### config.mk
export PLATFORM = sky130hd
export DESIGN_NAME = key_conditioner_flat
export DESIGN_NICKNAME = d
export VERILOG_FILES = /design/src/rtl/key_conditioner_if.sv /design/src/rtl/key_conditioner.sv /design/src/flat_wrapper.sv
export SDC_FILE = /design/constraint.sdc
export NUM_CORES = 1
export LEC_CHECK = 0
export ABC_AREA = 0
export BUFFER_PORTS_ARGS = -buffer_cell sky130_fd_sc_hd__buf_2
export CAP_MARGIN = 40
export CORE_ASPECT_RATIO = 1.1
export CORE_MARGIN = 3
export CORE_UTILIZATION = 30
export CTS_CLUSTER_DIAMETER = 30
export DETAILED_ROUTE_END_ITERATION = 8
export HOLD_SLACK_MARGIN = 0.06
export PLACE_DENSITY = 0.48
export SLEW_MARGIN = 20
export SYNTH_ARGS = -nofsm -noshare
export SYNTH_HDL_FRONTEND = slang
export SYNTH_SLANG_ARGS = --single-unit
export TNS_END_PERCENT = 1
### constraint.sdc
create_clock -name clk_clk -period 2.9 [get_ports clk_clk]
set_input_delay 0.58 -clock clk_clk [delete_from_list [all_inputs] [get_ports clk_clk]]
set_output_delay 0.58 -clock clk_clk [all_outputs]
set_load 0.02 [all_outputs]
### src/rtl/key_conditioner_if.sv
// Key conditioner bus: raw active-low keys in, debounced level and event strobes out.
interface key_conditioner_if #(
  parameter int unsigned NUM_KEYS = 4
);
  logic [NUM_KEYS-1:0] key_n;
  logic [NUM_KEYS-1:0] key_export;
  logic [NUM_KEYS-1:0] press_pulse;
  logic [NUM_KEYS-1:0] release_pulse;
  logic [NUM_KEYS-1:0] repeat_pulse;

  modport master (
    output key_n,
    input  key_export, press_pulse, release_pulse, repeat_pulse
  );

  modport slave (
    input  key_n,
    output key_export, press_pulse, release_pulse, repeat_pulse
  );
endinterface

### src/rtl/key_conditioner.sv
// Per-key synchronizer, integrating debouncer and auto-repeat FSM for the DE1-SoC
// push-buttons; drives the KEY PIO level bus plus press/release/repeat strobes.
module key_conditioner #(
  parameter int unsigned NUM_KEYS            = 4,
  parameter int unsigned DEBOUNCE_CYCLES     = 1_000_000,
  parameter int unsigned REPEAT_DELAY_CYCLES = 25_000_000,
  parameter int unsigned REPEAT_RATE_CYCLES  = 5_000_000
) (
  input logic              clk_clk,
  input logic              reset_reset_n,
  key_conditioner_if.slave bus
);
  localparam int unsigned DB_W      = $clog2(DEBOUNCE_CYCLES + 1);
  localparam int unsigned DB_TERM   = DEBOUNCE_CYCLES - 1;
  localparam int unsigned RP_MAX    = (REPEAT_DELAY_CYCLES > REPEAT_RATE_CYCLES) ?
                                      REPEAT_DELAY_CYCLES : REPEAT_RATE_CYCLES;
  localparam int unsigned RP_W      = (RP_MAX > 1) ? $clog2(RP_MAX) : 1;
  localparam int unsigned RD_TERM   = (REPEAT_DELAY_CYCLES > 0) ? REPEAT_DELAY_CYCLES - 1 : 0;
  localparam int unsigned RR_TERM   = REPEAT_RATE_CYCLES - 1;
  localparam bit          REPEAT_EN = (REPEAT_DELAY_CYCLES > 0);

  typedef enum logic [1:0] {
    ST_IDLE   = 2'd0,
    ST_DELAY  = 2'd1,
    ST_REPEAT = 2'd2
  } rp_state_t;

  logic [NUM_KEYS-1:0] r_sync1;
  logic [NUM_KEYS-1:0] r_sync2;
  logic [NUM_KEYS-1:0] w_stable;
  logic [NUM_KEYS-1:0] w_press;
  logic [NUM_KEYS-1:0] w_release;
  logic [NUM_KEYS-1:0] w_repeat;

  // Two-flop synchronizer; idle level is released (1)
  always_ff @(posedge clk_clk or negedge reset_reset_n) begin
    if (!reset_reset_n) begin
      r_sync1 <= '1;
      r_sync2 <= '1;
    end else begin
      r_sync1 <= bus.key_n;
      r_sync2 <= r_sync1;
    end
  end

  for (genvar g = 0; g < NUM_KEYS; g++) begin : g_ch
    logic            r_stable;
    logic [DB_W-1:0] r_db_cnt;
    logic            r_press;
    logic            r_release;
    logic            r_repeat;
    rp_state_t       r_state;
    rp_state_t       w_state_nxt;
    logic [RP_W-1:0] r_rp_cnt;
    logic [RP_W-1:0] w_rp_cnt_nxt;
    logic            w_repeat_nxt;
    logic            w_change;
    logic            w_accept;
    logic            w_acc_press;
    logic            w_acc_release;

    assign w_change      = r_sync2[g] ^ r_stable;
    assign w_accept      = w_change && (r_db_cnt == DB_W'(DB_TERM));
    assign w_acc_press   = w_accept && !r_sync2[g];
    assign w_acc_release = w_accept &&  r_sync2[g];

    // Integrating debouncer; any return to the stable level restarts the count
    always_ff @(posedge clk_clk or negedge reset_reset_n) begin
      if (!reset_reset_n) begin
        r_stable  <= 1'b1;
        r_db_cnt  <= '0;
        r_press   <= 1'b0;
        r_release <= 1'b0;
      end else begin
        r_press   <= w_acc_press;
        r_release <= w_acc_release;
        if (!w_change) begin
          r_db_cnt <= '0;
        end else if (w_accept) begin
          r_stable <= r_sync2[g];
          r_db_cnt <= '0;
        end else begin
          r_db_cnt <= r_db_cnt + DB_W'(1);
        end
      end
    end

    always_ff @(posedge clk_clk or negedge reset_reset_n) begin
      if (!reset_reset_n) begin
        r_state  <= ST_IDLE;
        r_rp_cnt <= '0;
        r_repeat <= 1'b0;
      end else begin
        r_state  <= w_state_nxt;
        r_rp_cnt <= w_rp_cnt_nxt;
        r_repeat <= w_repeat_nxt;
      end
    end

    // Auto-repeat: an accepted release takes priority over a coinciding tick
    always_comb begin
      w_state_nxt  = r_state;
      w_rp_cnt_nxt = r_rp_cnt;
      w_repeat_nxt = 1'b0;
      unique case (r_state)
        ST_IDLE: begin
          if (w_acc_press && REPEAT_EN) begin
            w_state_nxt  = ST_DELAY;
            w_rp_cnt_nxt = '0;
          end
        end
        ST_DELAY: begin
          if (w_acc_release) begin
            w_state_nxt  = ST_IDLE;
            w_rp_cnt_nxt = '0;
          end else if (r_rp_cnt == RP_W'(RD_TERM)) begin
            w_state_nxt  = ST_REPEAT;
            w_rp_cnt_nxt = '0;
            w_repeat_nxt = 1'b1;
          end else begin
            w_rp_cnt_nxt = r_rp_cnt + RP_W'(1);
          end
        end
        ST_REPEAT: begin
          if (w_acc_release) begin
            w_state_nxt  = ST_IDLE;
            w_rp_cnt_nxt = '0;
          end else if (r_rp_cnt == RP_W'(RR_TERM)) begin
            w_rp_cnt_nxt = '0;
            w_repeat_nxt = 1'b1;
          end else begin
            w_rp_cnt_nxt = r_rp_cnt + RP_W'(1);
          end
        end
        default: begin
          w_state_nxt  = ST_IDLE;
          w_rp_cnt_nxt = '0;
        end
      endcase
    end

    assign w_stable[g]  = r_stable;
    assign w_press[g]   = r_press;
    assign w_release[g] = r_release;
    assign w_repeat[g]  = r_repeat;
  end

  assign bus.key_export    = w_stable;
  assign bus.press_pulse   = w_press;
  assign bus.release_pulse = w_release;
  assign bus.repeat_pulse  = w_repeat;
endmodule
### src/flat_wrapper.sv
// flat-port wrapper written by rule: the top's interface ports become plain ports
module key_conditioner_flat 
#(
  parameter int unsigned NUM_KEYS            = 4,
  parameter int unsigned DEBOUNCE_CYCLES     = 1_000_000,
  parameter int unsigned REPEAT_DELAY_CYCLES = 25_000_000,
  parameter int unsigned REPEAT_RATE_CYCLES  = 5_000_000
)
  (clk_clk, reset_reset_n, bus_key_n, bus_key_export, bus_press_pulse, bus_release_pulse, bus_repeat_pulse);
  key_conditioner_if #(.NUM_KEYS(NUM_KEYS)) bus_i ();
  input logic clk_clk;
  input logic reset_reset_n;
  input wire logic [$bits(bus_i.key_n)-1:0] bus_key_n;
  output wire logic [$bits(bus_i.key_export)-1:0] bus_key_export;
  output wire logic [$bits(bus_i.press_pulse)-1:0] bus_press_pulse;
  output wire logic [$bits(bus_i.release_pulse)-1:0] bus_release_pulse;
  output wire logic [$bits(bus_i.repeat_pulse)-1:0] bus_repeat_pulse;
  assign bus_i.key_n = bus_key_n;
  assign bus_key_export = bus_i.key_export;
  assign bus_press_pulse = bus_i.press_pulse;
  assign bus_release_pulse = bus_i.release_pulse;
  assign bus_repeat_pulse = bus_i.repeat_pulse;
  key_conditioner #(.NUM_KEYS(NUM_KEYS), .DEBOUNCE_CYCLES(DEBOUNCE_CYCLES), .REPEAT_DELAY_CYCLES(REPEAT_DELAY_CYCLES), .REPEAT_RATE_CYCLES(REPEAT_RATE_CYCLES)) u_core (.clk_clk(clk_clk), .reset_reset_n(reset_reset_n), .bus(bus_i));
endmodule
---- Word-level counts from Yosys, hierarchy flattened ----
Cells that the tools add are included.
cells by class
  mux-type cells .......................... 72
  add/sub/neg operators ................... 8
  equal/unequal tests ..................... 32
  reduce and logical (&&, ||, !) cells .... 28
  bitwise logic cells ..................... 4
operators by type and width
  kind                                                                count
  25-bit two-way mux                                                  20
  25-bit case mux with 3 select lines                                 4
  20-bit two-way mux                                                  8
  25-bit by 1-bit adder with 25-bit output (second input constant)    4
  25-bit by 23-bit == test with 1-bit output (second input constant)  4
  25-bit == test (second input constant)                              4
  20-bit by 1-bit adder with 20-bit output (second input constant)    4
  20-bit == test (second input constant)                              4
  2-bit two-way mux                                                   16
  2-bit case mux with 3 select lines                                  4
  1-bit two-way mux                                                   16
  2-bit by 1-bit != test with 1-bit output (second input constant)    8
  1-bit logical AND                                                   12
  3-bit by 1-bit != test with 1-bit output (second input constant)    4
  3-bit AND reduction                                                 4
  2-bit by 1-bit == test with 1-bit output (second input constant)    4
  2-bit == test (second input constant)                               4
  2-bit zero test                                                     4
  1-bit case mux with 2 select lines                                  4
  2-bit AND reduction                                                 4
  1-bit zero test                                                     4
  1-bit XOR                                                           4
word-level totals
  word-level logic and storage cells ...... 174
  register bits ........................... 212

---- Longest topological paths before layout ----
Gate-level depths: netlist (run 1).
  depth after elaboration ................. 5
  gate-level depth with buffers ........... 10
  mapped depth without buffers ............ 7

---- Least setup slack after synthesis (run 1) ----
No wires, ideal clock.
  kind .................................... register to register
  start point ............................. register u_core.g_ch[3].r_rp_cnt[7]
  end point ............................... register u_core.g_ch[3].r_rp_cnt[12]
  required time ........................... 2772 ps
  setup time .............................. 128 ps
  arrival time ............................ 2593 ps
  buffers on the path ..................... 3
  slack ................................... 179 ps
  clock period less this slack ............ 2721 ps
  stages on the path, launching flop included .. 10
  path through ............................ dfrtp_1 > buf_2 > or4b_2 > or4_1 > o21a_1 > o21a_1 > buf_2 > buf_2 > a31oi_1 > o31ai_1
on the way
  cells in the longest elaborated chain, start to end .. 4
  elaborated cells on any way between the ends .. 8
RTL lines
  element                                                           line                                            text
  from (decl)                                                       key_conditioner.sv:54                           logic [RP_W-1:0] r_rp_cnt;
  from (signal assigned)                                            key_conditioner.sv:95                           r_rp_cnt <= w_rp_cnt_nxt;
  25-bit by 1-bit adder with 25-bit output (tied with other cells)  key_conditioner.sv:121, key_conditioner.sv:132
  25-bit two-way mux, on equally long branches                      key_conditioner.sv:128, key_conditioner.sv:116
  25-bit two-way mux, on equally long branches                      key_conditioner.sv:125, key_conditioner.sv:113
  25-bit case mux with 3 select lines *                             key_conditioner.sv:105                          unique case (r_state)
Mark *: on every way between the ends. The rest lies on a longest branch, timed or not.
A chain may end at the register's enable or synchronous reset.

---- Worst setup path in the final report (run 1) ----
  start point ............................. register u_core.g_ch[0].r_db_cnt[7]
  end point ............................... register u_core.g_ch[0].r_rp_cnt[12]
on the way
  cells in the longest elaborated chain, start to end .. 5
  elaborated cells on any way between the ends .. 8
RTL lines
  element                                       line                                            text
  from (decl)                                   key_conditioner.sv:48                           logic [DB_W-1:0] r_db_cnt;
  from (signal assigned)                        key_conditioner.sv:83                           r_db_cnt <= r_db_cnt + DB_W'(1);
  20-bit == test *                              key_conditioner.sv:63                           assign w_accept = w_change && (r_db_cnt == DB_W'(DB_TERM));
  1-bit logical AND *                           key_conditioner.sv:63
  1-bit logical AND                             key_conditioner.sv:65                           assign w_acc_release = w_accept && r_sync2[g];
  25-bit two-way mux, on equally long branches  key_conditioner.sv:125, key_conditioner.sv:113
  25-bit case mux with 3 select lines           key_conditioner.sv:105
  to (signal assigned)                          key_conditioner.sv:95
  to (decl)                                     key_conditioner.sv:54
Marks and branches as above.

==> results of run 1 <==
==> power breakdown <==
part | total (mW) | switching, mW | internal (mW) | leakage (nW)
sequential | 3.01 | 0.0161 | 2.99 | 2.91
clock | 7.12 | 1.91 | 5.21 | 1.07
combinational | 0.130 | 0.0956 | 0.0344 | 1.93
total | 10.3 | 2.02 | 8.24 | 5.92
==> repair_timing <==
item                                    in CTS  in global routing
gates resized for setup                      1                  2
endpoints found under the hold margin       53                  0
endpoints found under the setup margin       2                 18
hold buffers                                 1                  0
pin swaps                                    0                  0
==> cells by family (layout without fill, tap and decap cells) <==
family | count (synthesis) | in the layout | synth area share (%)
AND/OR/NAND/NOR | 653 | 653 | 29.4
multiplexers | 4 | 4 | 0.363
buffers and inverters | 98 | 217 | 3.81
XOR/XNOR | 68 | 68 | 5.23
flip-flops | 212 | 212 | 46.7
AO/OA/AOI/OAI | 199 | 199 | 12.3
adder cells (fa/ha/maj) | 20 | 20 | 2.20
==> worst register-to-register path: stages (launching register included) <==
cell and delay (ns):
dfrtp_1 0.38, or4_1 0.52, or4_4 0.57, o31a_1 0.33, a211o_2 0.38, buf_4 0.20
or3_1 0.34, o21ai_0 0.07
==> registers in the layout, summed over array words and instances (netlist names) <==
name / cells
u_core.g_ch.r_release: 4
u_core.g_ch.r_stable: 4
u_core.r_sync2: 4
u_core.r_sync1: 4
u_core.g_ch.r_repeat: 4
u_core.g_ch.r_db_cnt: 80
u_core.g_ch.r_state: 8
u_core.g_ch.r_rp_cnt: 100
u_core.g_ch.r_press: 4
==> stage by stage <==
step                      hold slack, ns  area [sq um]  power [mW]  setup slack [ns]  instances
after floorplan                    0.284         11400        3.09             0.179       1254
after global placement             0.347         12300        3.19            0.0153       1758
after detailed placement           0.349         12300        3.19           0.00571       1759
after CTS                         0.0793         14500        10.4            0.0144       1867
after global routing              0.0919         14500        10.6           -0.0888       1867
final                              0.116         14500        10.3            0.0360       1867
==> cells in the final DEF, fill, tap and decap left out, types with 8 or more instances in the layout <==
master	instances
a21o_1	8
a21oi_1	18
a22oi_1	12
and2_1	14
and3_1	18
and4_1	14
buf_2	20
buf_4	51
bufinv_16	14
clkbuf_16	61
clkbuf_8	8
clkinv_2	13
dfrtp_1	200
dfstp_2	12
ha_1	20
inv_1	32
nand2_1	175
nand2b_1	12
nand3_1	122
nand4_1	42
nor2_1	114
nor3_1	19
nor4_1	26
o21ai_0	50
o311ai_0	30
o31ai_1	14
or2_2	9
or3_1	32
or4_1	14
xnor2_1	26
xor2_1	42
==> per-layer routing <==
metal,vias up,share of wire [%]
li1,4722,-
met1,4547,47
met2,138,47
met3,59,3.7
met4,0,2.7
met5,-,0
==> final cells by class <==
cell class,instances,area [sq um]
Fill cell,3628,22800
Multi-Input combinational cell,944,5650
Sequential cell,212,5320
Clock buffer,74,1660
Tap cell,494,618
Timing Repair Buffer,78,608
Clock inverter,33,543
Inverter,32,120
==> worst paths after layout <==
check                                                start                           to  slack, ns  cells after the start
worst min-delay path                          bus_key_n[0]            u_core.r_sync1[0]       0.12                      1
worst max register to register  u_core.g_ch[0].r_db_cnt[7]  u_core.g_ch[0].r_rp_cnt[12]       0.04                      7
max in group asynchronous                    reset_reset_n      u_core.g_ch[1].r_stable       1.55                      3
worst max-delay path            u_core.g_ch[0].r_db_cnt[7]  u_core.g_ch[0].r_rp_cnt[12]       0.04                      7
min in group asynchronous                    reset_reset_n  u_core.g_ch[1].r_rp_cnt[15]       0.61                      2
worst min register to register           u_core.r_sync1[0]            u_core.r_sync2[0]       0.35                      0
==> qor.txt, run 1 <==
status - completed
Syn Area/Cell - 9.08 sq um
Row Count - 74
cell count after synthesis - 1,254
Syn Nets - 1,280
Layout Utilization - 38.9%
CP arrival - 3.35 ns
worst-margin pin slew - 0.678 ns
fmax - 349 MHz
RSZ-0062 raised after global routing - yes
Starting Density - 30.5%
Top delay family on crit path - simple AND/OR/NAND/NOR gates
via count - 9,466
Initial DRT Pass Iterations - 5
CTS Buf Count - 59
fin nets - 1,353
GR Overflow Total - 0
Final Hold Viols - 0
routed wire length - 27,100 um
CTS clk-pin slew, worst paths - 0.04 ns
P per Cell Area - 707 mW/mm^2
first-pass GRT wire length - 47,100 um
synth top area cells - dfrtp_1 (44%), nand2_1 (5.8%), nand3_1 (5.4%), nor2_1 (3.8%), xor2_1 (3.2%)
clk root buf - clkbuf_16
CP peak stage delay - 0.57 ns
WP buf/inv - 1
Req. time, crit path - 3.38 ns
Area Growth Syn to Fin - 27.4%
Primary FF master, synth - dfrtp_1
Core Footprint - 0.0373 sq mm
Worst Skew - 0.0180 ns
Lkg Pwr - 5.92 nW
initial antenna violation count - 0
setup bufs post-CTS - 0
grt met3 use - 2.68%
synth cell count leaders - dfrtp_1 (200), nand2_1 (175), nand3_1 (122), nor2_1 (114), o21ai_0 (50)
Post-Route Setup TNS - 0 ns
largest net degree at the start of global routing - 80
Crit Path Max Fanout - 11
clock tree sinks - 212
register bit total from synthesis - 212
Synth Cell Area - 0.0114 sq mm
synth unique cells - 65
insertion delay to the later sink of the worst-skew pair - 0.57 ns
CTS tree - done
Vias/cell - 5.07
Setup-failing EPs final - 0
initial DRC count - 484
Pins Over Slew Limit - 0
Die X - 192 um
slew margin rel. - 54.8%
Port-buffer cells - 21
Hold/Removal Path Class - in2reg
period utilization - 98.8%
GRT met1 Usage - 18.2%
vias in the first global route - 9,619
Die Area - 0.0403 sq mm
dpl hpwl - 17,700 um
CTS HTree Levels - 2
sequential element share of the synthesized area - 46.7%
max-cap violations - 0
crit path launch type - register
total track usage - 13.7%
crit-path cells - or4_1 > or4_4 > o31a_1 > a211o_2 > buf_4 > or3_1 > o21ai_0
Ant. Diodes - 0
min Tclk post-route - 2.86 ns
wire per inst - 14.5 um
Routed Antenna Nets - 0
Setup CP Type - reg2reg
GPL Wtd Cong - 0.791
met2 Use GR - 22.3%
Critical Path Sink Type - register
Boundary Pins - 22
clk buf depth - 3
share of Yosys cell area claimed by the top area cell type - 43.9%
cell taking the most area after synthesis - dfrtp_1
Async S/R FF share, synth - 100%
DIE HEIGHT - 210 um
busiest grt layer - met2
share of cells above drive strength 1 - 15.1%
Max VDD drop - 0.497 mV
EDFF count, synth - 0
DRC errors left - 0
Slowest cell on crit path - or4_4
most frequent cell after synthesis - dfrtp_1
Synth Warn # - 0
(Power assumes the default switching activity.)
==> run 2, diff against run 1 <==
--- a/config.mk
+++ b/config.mk
@@ -10,11 +10,11 @@
 export CAP_MARGIN = 40
 export CORE_ASPECT_RATIO = 1.1
 export CORE_MARGIN = 3
-export CORE_UTILIZATION = 30
+export CORE_UTILIZATION = 55
 export CTS_CLUSTER_DIAMETER = 30
 export DETAILED_ROUTE_END_ITERATION = 8
 export HOLD_SLACK_MARGIN = 0.06
-export PLACE_DENSITY = 0.48
+export PLACE_DENSITY = 0.76
 export SLEW_MARGIN = 20
 export SYNTH_ARGS = -nofsm -noshare
 export SYNTH_HDL_FRONTEND = slang
==> run 2 against run 1 <==
Effect of this change:
- hold slack worse by 0.053 ns
- critical endpoint is now u_core.g_ch[0].r_rp_cnt[7]
- die area is 44% lower
- power is 12% lower
- flip-flop and latch count stayed put
- first-iteration DRC count is 65% higher
- via count is 2.1% higher
- wire length is 6.3% lower
==> qor.txt, run 2 (synthesized netlist as in run 1, its figures left out) <==
most frequent cells in the layout - dfrtp_1 (200), nand2_1 (175), nand3_1 (122)
min Tclk post-route - 2.81 ns (-0.0516 ns)
Routed Antenna Nets - 0 (unchanged)
crit-path cells - or4_1 > or4_4 > o31a_1 > a211o_4 > buf_4 > o311ai_0
Crit Path Max Fanout - 13 (+2)
Clk pwr share - 65.5% (-3.9 points)
largest net degree at the start of global routing - 87 (+8.8%)
initial antenna violation count - 0 (unchanged)
RSZ-0062 raised after global routing - yes
CP peak stage delay - 0.58 ns (about the same)
Initial DRT Pass Iterations - 5 (unchanged)
vias in the first global route - 9,452 (-1.7%)
routed wire length - 25,400 um (-6.3%)
Lkg Pwr - 5.65 nW (-4.5%)
Switch Pwr - 1.88 mW (-7.1%)
DRC errors left - 0 (unchanged)
CP Launch Point - u_core.g_ch[0].r_db_cnt[7]
largest registers - u_core.g_ch.r_rp_cnt (100), u_core.g_ch.r_db_cnt (80), u_core.g_ch.r_state (8)
Boundary Pins - 22 (unchanged)
GR Overflow Total - 0 (unchanged)
CTS tree - done
crit path launch type - register
Vias/cell - 6.07 (+20%)
reg-to-reg startpoint - u_core.g_ch[0].r_db_cnt[7]
Layout Cell Area excl Fill - 0.0137 sq mm (-5.6%)
via count - 9,666 (+2.1%)
Tot Pwr - 9.07 mW (-12%)
CTS HTree Levels - 2 (unchanged)
CTS clk-pin slew, worst paths - 0.05 ns (about the same)
switching share of power - 20.7% (+1.0 points)
share of cells above drive strength 1 - 13.4% (-1.7 points)
sequential group share of total power - 33.1% (+3.8 points)
Int Pwr - 7.20 mW (-13%)
Largest register FFs - 100 (unchanged)
placed cell count - 1,505 (-14%)
Fillers - 1,532 (-58%)
first-pass GRT wire length - 44,400 um (-5.8%)
Comb pwr share - 1.3% (about the same)
period utilization - 97.0% (-1.8 points)
max-cap violations - 0 (unchanged)
GPL Wtd Cong - 0.824 (+4.2%)
commonest non-fill, non-tap cell in the layout - dfrtp_1
Max VDD drop - 0.648 mV (+30%)
setup bufs post-CTS - 0 (unchanged)
worst-margin pin slew - 0.645 ns (-0.0329 ns)
clk buf depth - 3 (unchanged)
FF-to-FF path depth - 6 (-1)
Row Count - 54 (-27%)
Slowest cell on crit path - or4_4
Req. time, crit path - 3.29 ns (-0.09 ns)
Pins Over Slew Limit - 0 (unchanged)
clk root buf - clkbuf_16
pre-CTS setup slack - 0.0135 ns (+0.00780 ns)
FF-to-FF setup slack - 0.09 ns (+0.05 ns)
Area Growth Syn to Fin - 20.2%
Post-Layout Cell Count - 1,593 (-15%)
Setup-failing EPs final - 0 (unchanged)
fmax - 356 MHz (+1.8%)
DIE HEIGHT - 157 um (-25%)
P per Cell Area - 663 mW/mm^2 (-6.3%)
final setup margin - 0.0876 ns (+0.0516 ns)
total track usage - 23.3% (+9.6 points)
Die Area - 0.0225 sq mm (-44%)
fin nets - 1,329 (-1.8%)
dpl hpwl - 15,900 um (-10%)
Setup CP Type - reg2reg
CP arrival - 3.20 ns (-0.15 ns)
Hold/Removal Path Class - in2async
insertion delay to the later sink of the worst-skew pair - 0.53 ns (-0.04 ns)
Worst Skew - 0.0110 ns (-0.00703 ns)
wire per inst - 15.9 um (+9.8%)
Die X - 143 um (-25%)
Layout Utilization - 68.2% (+29 points)
Critical Path Sink Type - register
Starting Density - 56.8% (+26 points)
DP Area - 0.0119 sq mm (-3.4%)
Ant. Diodes - 0 (unchanged)
Core Footprint - 0.0201 sq mm (-46%)
status - completed
Post-CTS Hold Buffers - 0 (-1)
slew margin rel. - 57.0% (+2.2 points)
clock tree sinks - 212 (unchanged)
CTS Buf Count - 46 (-22%)
initial DRC count - 799 (+65%)
Final Hold Viols - 0 (unchanged)
Port-buffer cells - 21 (unchanged)
Top reg by flops - u_core.g_ch.r_rp_cnt
[run 2: changes by cell type in the layout (fill, tap and decap cells not counted), moves of 2 or more]
cell,change
inv_8,+4
clkbuf_16,-12
clkbuf_1,-3
inv_6,+7
buf_4,-10
clkinv_2,-11
clkinv_4,+2
buf_12,-2
bufinv_16,-4
clkinvlp_4,-2
[run 2: metrics by stage]
stage	hold WS (ns)	TNS, ns
CTS	0.0816	0
floorplan	0.284	0
global placement	0.346	0
detailed placement	0.348	0
global route	0.114	-0.0168
finish	0.0629	0
[run 2: area by class of cell]
class,instances,area (sq um),area share [%]
sequential,212,5320,38.9
timing repair buffer,67,499,3.65
inverter,32,120,0.877
tap,252,315,2.30
clock buffer,58,1330,9.71
multi-input combinational,944,5650,41.3
clock inverter,28,457,3.34
[run 2: power by group through the flow]
stage | Sequential, mW | Combinational, mW | Clock (mW)
finish | 3.01 | 0.120 | 5.95
detailed placement | 3.05 | 0.127 | 0
CTS | 3.01 | 0.127 | 6.02
floorplan | 3.05 | 0.0394 | 0
global placement | 3.05 | 0.125 | 0
global route | 3.01 | 0.142 | 6.18
[run 2: layer usage]
| metal | track usage [%] | part of all wire, % | vias to the layer above |
|---|---|---|---|
| li1 | - | - | 4673 |
| met1 | 31.0 | 45 | 4726 |
| met2 | 39.1 | 49 | 224 |
| met3 | 4.04 | 4.3 | 43 |
| met4 | 7.56 | 1.6 | 0 |
| met5 | 0 | 0 | - |
[run 2: worst paths after layout]
check                                              end
min reg2reg                          u_core.r_sync2[0]
min                        u_core.g_ch[0].r_rp_cnt[18]
min in group clk_clk                 u_core.r_sync1[2]
max                         u_core.g_ch[0].r_rp_cnt[7]
max reg2reg                 u_core.g_ch[0].r_rp_cnt[7]
max in group asynchronous      u_core.g_ch[1].r_stable
[run 2: repair_timing]
item / CTS / global route
setup endpoints to repair: 0 / 18
hold endpoints to repair: 0 / 0
gates resized for setup: 0 / 4
[run 2: worst max-delay path: cells and delay by family (launching register included)]
kind                   cells  cell delay (ns)
AND/OR/NAND/NOR            2             1.10
buffers and inverters      1             0.19
flip-flops                 1             0.36
AO/OA/AOI/OAI              3             1.04
==> run 3, diff against run 2 <==
--- a/config.mk
+++ b/config.mk
@@ -14,8 +14,7 @@
 export CTS_CLUSTER_DIAMETER = 30
 export DETAILED_ROUTE_END_ITERATION = 8
 export HOLD_SLACK_MARGIN = 0.06
-export PLACE_DENSITY = 0.76
-export SLEW_MARGIN = 20
+export PLACE_DENSITY = 0.81
 export SYNTH_ARGS = -nofsm -noshare
 export SYNTH_HDL_FRONTEND = slang
 export SYNTH_SLANG_ARGS = --single-unit
==> run 3 against run 2 <==
Effect of this change:
- combinational power hardly changed
- maximum frequency is 0.20% higher
- utilization is 0.58 points lower
- global-route usage is 0.11 points higher
- final area is 0.85% lower
- power is 4.0% lower
- clock skew is 0.0017 ns higher
- register-to-register slack hardly changed
- via count is 0.23% higher
- wire length is 1.6% higher
- cell count is 0.44% lower
==> qor.txt, run 3 (synthesized netlist as in run 1, its figures left out) <==
clk root buf - clkbuf_16
fin nets - 1,328 (-0.075%)
setup bufs post-CTS - 0 (unchanged)
crit path launch type - register
Setup-failing EPs final - 0 (unchanged)
Area Growth Syn to Fin - 19.2%
CTS clk-pin slew, worst paths - 0.05 ns (about the same)
most frequent cells in the layout - dfrtp_1 (200), nand2_1 (174), nand3_1 (122)
Tot Pwr - 8.71 mW (-4.0%)
M1 wire length - 11,200 um (-1.9%)
DP Area - 0.0119 sq mm (+0.20%)
insertion delay to the later sink of the worst-skew pair - 0.51 ns (-0.02 ns)
Critical Path Sink Type - register
Worst Skew - 0.0127 ns (+0.00167 ns)
CTS tree - done
routed wire length - 25,800 um (+1.6%)
Top reg by flops - u_core.g_ch.r_rp_cnt
reg-to-reg startpoint - u_core.g_ch[0].r_db_cnt[7]
Switch Pwr - 1.76 mW (-6.4%)
first-pass GRT wire length - 44,600 um (+0.55%)
Max VDD drop - 0.492 mV (-24%)
status - completed
Setup CP Type - reg2reg
top sig layer - met4
total track usage - 23.4% (+0.11 points)
Post-CTS Hold Buffers - 0 (unchanged)
RSZ-0062 raised after global routing - yes
Row Count - 54 (unchanged)
Starting Density - 56.8% (unchanged)
DIE HEIGHT - 157 um (unchanged)
Hold/Removal Path Class - in2async
wire per inst - 16.2 um (+2.0%)
Final Hold Viols - 0 (unchanged)
Req. time, crit path - 3.33 ns (+0.04 ns)
fmax - 356 MHz (+0.20%)
worst-margin pin slew - 0.846 ns (+0.200 ns)
dpl hpwl - 16,200 um (+2.1%)
Post-CTS Resized - 0 (unchanged)
Pins Over Slew Limit - 0 (unchanged)
via count - 9,688 (+0.23%)
Die Area - 0.0225 sq mm (unchanged)
clk buf depth - 3 (unchanged)
Port-buffer cells - 21 (unchanged)
share of cells above drive strength 1 - 13.0% (-0.38 points)
Clk pwr share - 64.1% (-1.4 points)
Int Pwr - 6.95 mW (-3.4%)
initial antenna violation count - 0 (unchanged)
Lkg Pwr - 5.56 nW (-1.5%)
GR Overflow Total - 0 (unchanged)
Vias/cell - 6.11 (+0.67%)
FF-to-FF setup slack - 0.09 ns (about the same)
GPL Wtd Cong - 0.881 (+6.9%)
FF-to-FF path depth - 7 (+1)
commonest non-fill, non-tap cell in the layout - dfrtp_1
switching share of power - 20.2% (-0.51 points)
met3 wire length - 1240 um (+14%)
vias in the first global route - 9,561 (+1.2%)
Largest register FFs - 100 (unchanged)
clock tree sinks - 212 (unchanged)
CTS HTree Levels - 2 (unchanged)
met2 WL - 12,800 um (+2.6%)
period utilization - 96.8% (-0.19 points)
Critical Path End - u_core.g_ch[0].r_rp_cnt[12]
area of the multi-input gates - 0.00566 sq mm (about the same)
Comb pwr share - 1.4% (about the same)
Initial DRT Pass Iterations - 5 (unchanged)
largest net degree at the start of global routing - 82 (-5.7%)
sequential group share of total power - 34.5% (+1.4 points)
CP arrival - 3.23 ns (+0.03 ns)
Post-Layout Cell Count - 1,586 (-0.44%)
max-cap violations - 0 (unchanged)
initial DRC count - 693 (-13%)
Boundary Pins - 22 (unchanged)
CP Launch Point - u_core.g_ch[0].r_db_cnt[7]
Fillers - 1,485 (-3.1%)
largest registers - u_core.g_ch.r_rp_cnt (100), u_core.g_ch.r_db_cnt (80), u_core.g_ch.r_state (8)
DRC errors left - 0 (unchanged)
CTS Buf Count - 45 (-2.2%)
Routed Antenna Nets - 0 (unchanged)
Ant. Diodes - 0 (unchanged)
min Tclk post-route - 2.81 ns (-0.00558 ns)
Layout Utilization - 67.7% (-0.58 points)
slew margin rel. - 43.6% (-13 points)
Core Footprint - 0.0201 sq mm (unchanged)
flip-flop and latch area - 0.00532 sq mm (unchanged)
P per Cell Area - 642 mW/mm^2 (-3.2%)
Die X - 143 um (unchanged)
placed cell count - 1,507 (+0.13%)
Reg-to-Reg End - u_core.g_ch[0].r_rp_cnt[12]
Crit Path Max Fanout - 11 (-2)
Layout Cell Area excl Fill - 0.0136 sq mm (-0.85%)
## run 3: cell count changes in the layout (fill, tap and decap cells not counted), sizes merged
cell      change
inv          -11
clkinvlp      +5
buf           +1
bufinv        +1
clkinv        +4
clkbuf        -7
## run 3: cell type report
type	instances	area share, %
multi-input cells	944	41.7
flip-flops and latches	212	39.2
clock buffers	52	8.86
repair buffers	67	3.76
clock inverters	27	3.34
well taps	252	2.32
inverters	32	0.885
## run 3: worst min-delay path by stage
| stage | startpoint | endpoint | depth (start not counted) | slack [ns] |
|---|---|---|---|---|
| final | reset_reset_n | u_core.g_ch[1].r_rp_cnt[15] | 1 | 0.06 |
| after floorplan | reset_reset_n | u_core.g_ch[0].r_db_cnt[0] | 0 | 0.28 |
| after global placement | u_core.r_sync1[0] | u_core.r_sync2[0] | 0 | 0.35 |
| after global routing | reset_reset_n | u_core.g_ch[1].r_rp_cnt[15] | 1 | 0.10 |
| after detailed placement | u_core.r_sync1[1] | u_core.r_sync2[1] | 0 | 0.35 |
| after CTS | reset_reset_n | u_core.g_ch[1].r_rp_cnt[15] | 1 | 0.08 |
## run 3: worst max-delay path: stages, from the launching register on
cell and delay, ns:
dfrtp_1 0.38, or4_1 0.53, or4_4 0.55, o31a_1 0.34
a211o_4 0.34, buf_4 0.18, or3_1 0.33, o21ai_0 0.08
## run 3: power groups by stage
stage               clock [mW]  combinational (mW)  sequential, mW
floorplan                    0              0.0394            3.05
global placement             0               0.122            3.05
detailed placement           0               0.125            3.05
CTS                       5.66               0.127            3.01
global route              5.82               0.142            3.01
finish                    5.58               0.121            3.01
## run 3: per-layer routing
| metal | up-vias | global-route usage (%) |
|---|---|---|
| met5 | - | 0 |
| met4 | 0 | 6.97 |
| met3 | 51 | 4.50 |
| met2 | 253 | 39.5 |
| met1 | 4712 | 30.9 |
| li1 | 4672 | - |
## run 3: stage by stage
stage | setup TNS, ns | worst slack, ns | hold slack [ns]
floorplan | 0 | 0.179 | 0.284
global placement | 0 | 0.107 | 0.347
detailed placement | 0 | 0.0464 | 0.347
CTS | 0 | 0.00463 | 0.0805
global route | -0.00451 | -0.00451 | 0.103
finish | 0 | 0.0931 | 0.0615
